$ cat src/rtl/arm_pkg.sv
// Purpose: shared ARM execute-path constants, operand-2 field positions and the decoded result type.
// Latency: n/a (declarations and one pure combinational helper).
// Backpressure: n/a.
package arm_pkg;

    localparam int DATA_W = 32;
    localparam int AMT_W  = 5;

    // Shifter type encoding, as consumed by the barrel shifter Type input.
    localparam logic [1:0] SH_LSL = 2'b00;
    localparam logic [1:0] SH_LSR = 2'b01;
    localparam logic [1:0] SH_ASR = 2'b10;
    localparam logic [1:0] SH_ROR = 2'b11;

    // Operand-2 field positions within instruction bits [11:0].
    localparam int OP2_IMM8_LSB   = 0;
    localparam int OP2_IMM8_MSB   = 7;
    localparam int OP2_ROT_LSB    = 8;
    localparam int OP2_ROT_MSB    = 11;
    localparam int OP2_SHAMT_LSB  = 7;
    localparam int OP2_SHAMT_MSB  = 11;
    localparam int OP2_SHTYPE_LSB = 5;
    localparam int OP2_SHTYPE_MSB = 6;
    localparam int OP2_REGSH_BIT  = 4;

    // Everything the stage registers toward the shifter and the bypass mux.
    typedef struct packed {
        logic [AMT_W-1:0]  amount;
        logic [1:0]        sh_type;
        logic [DATA_W-1:0] sh_in;
        logic              byp_en;
        logic [DATA_W-1:0] byp_val;
        logic              carry;
    } op2_res_t;

    // Carry-out of a real shift by n in 1..31: LSL takes the last bit shifted
    // out at the top (val[32-n], i.e. index -n mod 32), the right shifts and
    // rotate take the last bit shifted out at the bottom (val[n-1]).
    function automatic logic shift_carry(input logic [DATA_W-1:0] val,
                                         input logic [1:0]        t,
                                         input logic [AMT_W-1:0]  n);
        logic [AMT_W-1:0] idx;
        if (t == SH_LSL) begin
            idx = 5'd0 - n;
        end else begin
            idx = n - 5'd1;
        end
        return val[idx];
    endfunction

endpackage

$ cat src/rtl/operand2_decode.sv
// Purpose: combinational ARM operand-2 decode into shifter controls, bypass value and carry-out.
// Latency: 0 cycles (pure combinational).
// Backpressure: none; the wrapping stage decides when the result is captured.
// Ports: i_imm_form (instr bit 25), i_op2 (instr [11:0]), i_rm / i_rs (Rm and Rs[7:0]),
//        i_carry (CPSR.C) -> o_res (amount, type, shifter input, bypass enable/value, carry).
module operand2_decode
    import arm_pkg::*;
(
    input  logic              i_imm_form,
    input  logic [11:0]       i_op2,
    input  logic [DATA_W-1:0] i_rm,
    input  logic [7:0]        i_rs,
    input  logic              i_carry,
    output op2_res_t          o_res
);

    logic [3:0]        w_rot;
    logic [AMT_W-1:0]  w_rot_amt;
    logic [DATA_W-1:0] w_imm32;
    logic [AMT_W-1:0]  w_n;
    logic [1:0]        w_t;
    logic              w_reg_shift;

    assign w_rot       = i_op2[OP2_ROT_MSB:OP2_ROT_LSB];
    assign w_rot_amt   = {w_rot, 1'b0};
    assign w_imm32     = {{(DATA_W-8){1'b0}}, i_op2[OP2_IMM8_MSB:OP2_IMM8_LSB]};
    assign w_n         = i_op2[OP2_SHAMT_MSB:OP2_SHAMT_LSB];
    assign w_t         = i_op2[OP2_SHTYPE_MSB:OP2_SHTYPE_LSB];
    assign w_reg_shift = i_op2[OP2_REGSH_BIT];

    always_comb begin
        // Defaults double as the bypass shape: shifter gets Rm, LSL #0.
        o_res         = '0;
        o_res.sh_in   = i_rm;
        o_res.sh_type = SH_LSL;
        o_res.amount  = '0;
        o_res.carry   = i_carry;

        if (i_imm_form) begin
            o_res.sh_in   = w_imm32;
            o_res.sh_type = SH_ROR;
            o_res.amount  = w_rot_amt;
            // Bit 31 of a right rotate by r is bit r-1 of the source.
            if (w_rot != 4'd0) begin
                o_res.carry = shift_carry(w_imm32, SH_ROR, w_rot_amt);
            end
        end else if (!w_reg_shift) begin
            if (w_n != '0) begin
                o_res.sh_type = w_t;
                o_res.amount  = w_n;
                o_res.carry   = shift_carry(i_rm, w_t, w_n);
            end else begin
                // A zero immediate encodes LSR #32, ASR #32 or RRX for the
                // non-LSL types; none of these fits a 5-bit amount.
                case (w_t)
                    SH_LSL: begin
                        o_res.carry = i_carry;
                    end
                    SH_LSR: begin
                        o_res.byp_en = 1'b1;
                        o_res.carry  = i_rm[DATA_W-1];
                    end
                    SH_ASR: begin
                        o_res.byp_en  = 1'b1;
                        o_res.byp_val = {DATA_W{i_rm[DATA_W-1]}};
                        o_res.carry   = i_rm[DATA_W-1];
                    end
                    default: begin
                        o_res.byp_en  = 1'b1;
                        o_res.byp_val = {i_carry, i_rm[DATA_W-1:1]};
                        o_res.carry   = i_rm[0];
                    end
                endcase
            end
        end else begin
            if (i_rs == 8'd0) begin
                o_res.sh_type = w_t;
                o_res.carry   = i_carry;
            end else if (i_rs[7:5] == 3'd0) begin
                o_res.sh_type = w_t;
                o_res.amount  = i_rs[4:0];
                o_res.carry   = shift_carry(i_rm, w_t, i_rs[4:0]);
            end else begin
                // Amount of 32 or more.
                case (w_t)
                    SH_LSL: begin
                        o_res.byp_en = 1'b1;
                        o_res.carry  = (i_rs == 8'd32) ? i_rm[0] : 1'b0;
                    end
                    SH_LSR: begin
                        o_res.byp_en = 1'b1;
                        o_res.carry  = (i_rs == 8'd32) ? i_rm[DATA_W-1] : 1'b0;
                    end
                    SH_ASR: begin
                        o_res.byp_en  = 1'b1;
                        o_res.byp_val = {DATA_W{i_rm[DATA_W-1]}};
                        o_res.carry   = i_rm[DATA_W-1];
                    end
                    default: begin
                        // Rotation is modulo 32; a multiple of 32 leaves Rm intact
                        // but still reports bit 31 as the carry.
                        o_res.sh_type = SH_ROR;
                        o_res.amount  = i_rs[4:0];
                        if (i_rs[4:0] == 5'd0) begin
                            o_res.carry = i_rm[DATA_W-1];
                        end else begin
                            o_res.carry = shift_carry(i_rm, SH_ROR, i_rs[4:0]);
                        end
                    end
                endcase
            end
        end
    end

endmodule

$ cat src/rtl/operand2_stage.sv
// Purpose: registered operand-2 stage feeding the barrel shifter and the special-case bypass.
// Latency: 1 cycle from accepted input to Out_Valid.
// Backpressure: valid/ready; In_Ready = !Out_Valid | Out_Ready (full throughput), forced low by Flush.
// Ports: CLK/RESETn, Flush; In_Valid/In_Ready with I_Bit, Op2, Rm_Data, Rs_Data, Carry_In;
//        Out_Valid/Out_Ready with Sh_Amount, Sh_Type, Sh_In, Bypass_En, Bypass_Value, Carry_Out.
module operand2_stage
    import arm_pkg::op2_res_t;
#(
    parameter int DATA_W = 32,
    parameter int AMT_W  = 5
) (
    input  logic              CLK,
    input  logic              RESETn,
    input  logic              Flush,
    input  logic              In_Valid,
    output logic              In_Ready,
    input  logic              I_Bit,
    input  logic [11:0]       Op2,
    input  logic [DATA_W-1:0] Rm_Data,
    input  logic [DATA_W-1:0] Rs_Data,
    input  logic              Carry_In,
    output logic              Out_Valid,
    input  logic              Out_Ready,
    output logic [AMT_W-1:0]  Sh_Amount,
    output logic [1:0]        Sh_Type,
    output logic [DATA_W-1:0] Sh_In,
    output logic              Bypass_En,
    output logic [DATA_W-1:0] Bypass_Value,
    output logic              Carry_Out
);

    logic     w_in_ready;
    logic     w_load;
    logic     w_unused_rs_hi;
    op2_res_t w_dec;
    op2_res_t r_res;
    logic     r_out_valid;

    // Only Rs[7:0] takes part in a register-specified shift.
    assign w_unused_rs_hi = ^Rs_Data[DATA_W-1:8];

    assign w_in_ready = !Flush && (!r_out_valid || Out_Ready);
    assign w_load     = In_Valid && w_in_ready;

    operand2_decode u_decode (
        .i_imm_form (I_Bit),
        .i_op2      (Op2),
        .i_rm       (Rm_Data),
        .i_rs       (Rs_Data[7:0]),
        .i_carry    (Carry_In),
        .o_res      (w_dec)
    );

    always_ff @(posedge CLK or negedge RESETn) begin
        if (!RESETn) begin
            r_out_valid <= 1'b0;
            r_res       <= '0;
        end else begin
            if (Flush) begin
                r_out_valid <= 1'b0;
            end else if (w_load) begin
                r_out_valid <= 1'b1;
            end else if (Out_Ready) begin
                r_out_valid <= 1'b0;
            end
            // w_load is already gated by Flush, so a flushed cycle never overwrites data.
            if (w_load) begin
                r_res <= w_dec;
            end
        end
    end

    assign In_Ready     = w_in_ready;
    assign Out_Valid    = r_out_valid;
    assign Sh_Amount    = r_res.amount;
    assign Sh_Type      = r_res.sh_type;
    assign Sh_In        = r_res.sh_in;
    assign Bypass_En    = r_res.byp_en;
    assign Bypass_Value = r_res.byp_val;
    assign Carry_Out    = r_res.carry;

endmodule

$ cat config.mk
export PLATFORM = sky130hd
export DESIGN_NAME = operand2_stage
export DESIGN_NICKNAME = d
export VERILOG_FILES = /design/src/rtl/arm_pkg.sv /design/src/rtl/operand2_decode.sv /design/src/rtl/operand2_stage.sv
export SDC_FILE = /design/constraint.sdc
export NUM_CORES = 1
export LEC_CHECK = 0
export ABC_CLOCK_PERIOD_IN_PS = 1600
export BUFFER_PORTS_ARGS = -buffer_cell sky130_fd_sc_hd__buf_2
export CORE_UTILIZATION = 50
export DETAILED_ROUTE_END_ITERATION = 6
export MAX_ROUTING_LAYER = met4
export PLACE_DENSITY_LB_ADDON = 0.25
export REMOVE_ABC_BUFFERS = 1
export SYNTH_ARGS = -nofsm -noshare
export SYNTH_HDL_FRONTEND = slang
export SYNTH_SLANG_ARGS = --single-unit
$ cat constraint.sdc
create_clock -name CLK -period 1.6 [get_ports CLK]
set_input_delay 0.16 -clock CLK [delete_from_list [all_inputs] [get_ports CLK]]
set_output_delay 0.16 -clock CLK [all_outputs]
set_load 0.02 [all_outputs]
==> metrics.md <==
| Metric | Value |
|---|---|
| Status | finished with violations |
| Failing checks | negative setup slack |
| Pin count of the biggest net entering global routing | 60 |
| Setup TNS | -0.170 ns |
| Max-cap violations | 0 |
| Syn Area/Cell | 9.11 µm² |
| Nets | 858 |
| Hold depth | 3 |
| Overall Power | 5.60 mW |
| Worst slew pin tran | 0.495 ns |
| Fin area | 6960 µm² |
| Top cells by instance count after synthesis | nand2_1 (97), o21ai_0 (77), dfrtp_1 (74) |
| HP Start | In_Valid |
| CP Capture Type | register |
| Sequential share of the synthesized area | 37.3% |
| #FFs+latches synth | 74 |
| Synth area leader | dfrtp_1 |
| Mapped Area | 4970 µm² |
| Starting DRC count in detailed routing | 395 |
| Synth top area share | 37.3% |
| Part of the cycle the worst path needs | 111% |
| Setup ws final | -0.170 ns |
| Hold Path Class | in2reg |
| Vias in the first global route | 4781 |
| Root buf cell | clkbuf_8 |
| Hold endpoint | Out_Valid$_DFFE_PN0P_ |
| Dominant cells by area after synthesis | dfrtp_1 (37%), o21ai_0 (7.8%), nand2_1 (7.3%), nand2b_1 (7.1%), mux4_1 (5.8%) |
| Avg WL per Cell | 18.6 µm |
| WS Path Type | in2reg |
| H-tree depth | 3 |
| Placed cells | 877 |
| Vias per cell | 5.66 |
| Wirelength, routed | 16.8 mm |
| Peak supply drop | 497 µV |
| Core footprint | 9680 µm² |
| R2R Setup Slk | 0.10 ns |
| WHS | 0.0912 ns |
| Share of cells above drive strength 1 | 40.8% |
| Cts bufs inserted | 9 |
| Max Freq | 0.565 GHz |
| N_diodes | 0 |
| Clk_skew | 0.00564 ns |
| DRT antenna net count | 0 |
| Initial Utilization | 51.3% |
| Synthesis Warnings | 0 |
| Via count | 5113 |
| Worst EP arrival | 2.00 ns |
| Clk slew on worst S/H paths | 0.08 ns |
| Die height | 102 µm |
| Power per standard cell area | 804 nW/µm² |
| Clock Path Buffers | 2 |
| RSZ-0062 raised after global routing | yes |
| Antenna violations before repair | 0 |
| Crit Reg-Reg Startpoint | Out_Valid$_DFFE_PN0P_ |
| DRC viols | 0 |
| # port buffers | 133 |
| Synth Instances | 545 |
| Initial DRT Pass Iterations | 4 |
| Number of synthesized flops with an enable pin | 0 |
| Top FF cell, synth | dfrtp_1 |
| Minimum clock period after layout | 1.77 ns |
| GRT Util Overall | 34.3% |
| I/O pins | 158 |
| Most numerous cell in the Yosys netlist | nand2_1 |
| GP Congestion | 0.927 |
| Core Util, Final | 71.9% |
| Synth cell types | 63 |
| Finished Layout Cells | 903 |
| First-pass GRT wire length | 25.7 mm |
| CTS sink cnt | 74 |
| Asr flop ratio synth | 100% |
| Final setup violation count | 1 |
| Setup slack at placement | -0.728 ns |
| Final Hold Vio Count | 0 |
| Leak | 3.38 nW |
| Final count of pins violating max slew | 0 |
| Maximum fanout along the worst path | 8 |
| Worst Setup Start Kind | input port |
| Area grow syn2layout | 40.2% |
| Register-to-Register Path Depth | 7 |
| Die W | 102 µm |
| Die area | 10300 µm² |
| Slew HR | 66.6% |
| GRT overflow | 0 |
| Worst Path Required | 1.83 ns |
| Row cnt | 36 |
| DPL Wire Length | 12.6 mm |
| Reg-to-Reg End | Bypass_Value[2]$_DFFE_PN0P_ |
| Post-place instance area | 6490 µm² |
| CTS tree | done |
| Clk Latency, worst-skew pair | 0.36 ns |
[routing by layer]
layer  routed length [µm]  GRT usage (%)  vias to the layer above
li1                     -              -                     2383
met1                 7260           44.9                     2488
met2                 8090           53.6                      206
met3                 1100           5.18                       36
met4                  372           13.3                        0
met5                    0              -                        -
[critical path: stages]
cell	delay, ns
buf_4	0.13
buf_6	0.13
buf_12	0.14
or4_4	0.53
buf_4	0.16
and3_1	0.19
a211oi_4	0.20
o41ai_2	0.12
nand4_1	0.11
a41oi_1	0.12
[sequential cells by signal, summed over array words and instances (netlist names)]
signal        count
Sh_In            32
Out_Valid         1
Sh_Amount         5
Carry_Out         1
Bypass_En         1
Bypass_Value     32
Sh_Type           2
[power by group]
part           leakage [nW]  internal, mW  switching, mW
combinational          2.31         0.873           1.11
clock                0.0944         0.685          0.731
sequential            0.971          2.08          0.116
total                  3.38          3.64           1.96
[cell type report]
cell class / count / area, µm²
multi-input combinational: 421 / 3050
fill: 768 / 2720
sequential: 74 / 1850
timing repair buffer: 248 / 1650
tap: 133 / 166
clock buffer: 12 / 165
inverter: 11 / 51.3
clock inverter: 4 / 25.0
[cell families after synthesis]
logic type	count (synthesis)	share of synthesized area, %
buffers and inverters	50	4.31
XOR/XNOR	13	3.48
AND/OR/NAND/NOR	208	21.0
AO/OA/AOI/OAI	153	18.1
multiplexers	37	13.4
adder cells (fa/ha/maj)	10	2.52
flip-flops	74	37.3
[layout by cell type (no fill, tap or decap), types with 6 or more instances in the layout]
cell	synthesis	routed
nor3_1	10	10
dfrtp_1	74	74
a21oi_1	36	36
inv_1	11	6
ha_1	10	6
nand2b_1	56	56
o21ai_0	77	59
nor2_1	13	11
mux4_2	9	15
nand2_1	97	95
buf_2	2	129
buf_12	0	7
mux2i_1	16	16
buf_4	2	105
clkbuf_8	0	12
o21ai_1	0	17
xnor2_1	6	6
[worst max-delay path by stage]
stage                          start                     endpoint  slack, ns  cells after the start
6_report                  Rs_Data[0]        Carry_Out$_DFFE_PN0P_      -0.17                     10
5_1_grt                   Rs_Data[0]        Carry_Out$_DFFE_PN0P_      -0.18                     10
4_1_cts                   Rs_Data[0]        Carry_Out$_DFFE_PN0P_      -0.13                      9
3_5_place_dp                  Op2[5]        Carry_Out$_DFFE_PN0P_      -0.73                      9
3_3_place_gp                  Op2[5]        Carry_Out$_DFFE_PN0P_      -0.70                     11
2_1_floorplan  Out_Valid$_DFFE_PN0P_  Bypass_Value[0]$_DFFE_PN0P_      -1.95                      6
[repair_timing]
action	4_1_cts	5_1_grt
setup endpoints to repair	34	37
setup buffers	0	8
resized for setup	20	49
pin swaps	7	15
endpoints found under the hold margin	23	0
hold buffers	2	0
gates cloned	0	0
Power figures use the tool's default switching activity.
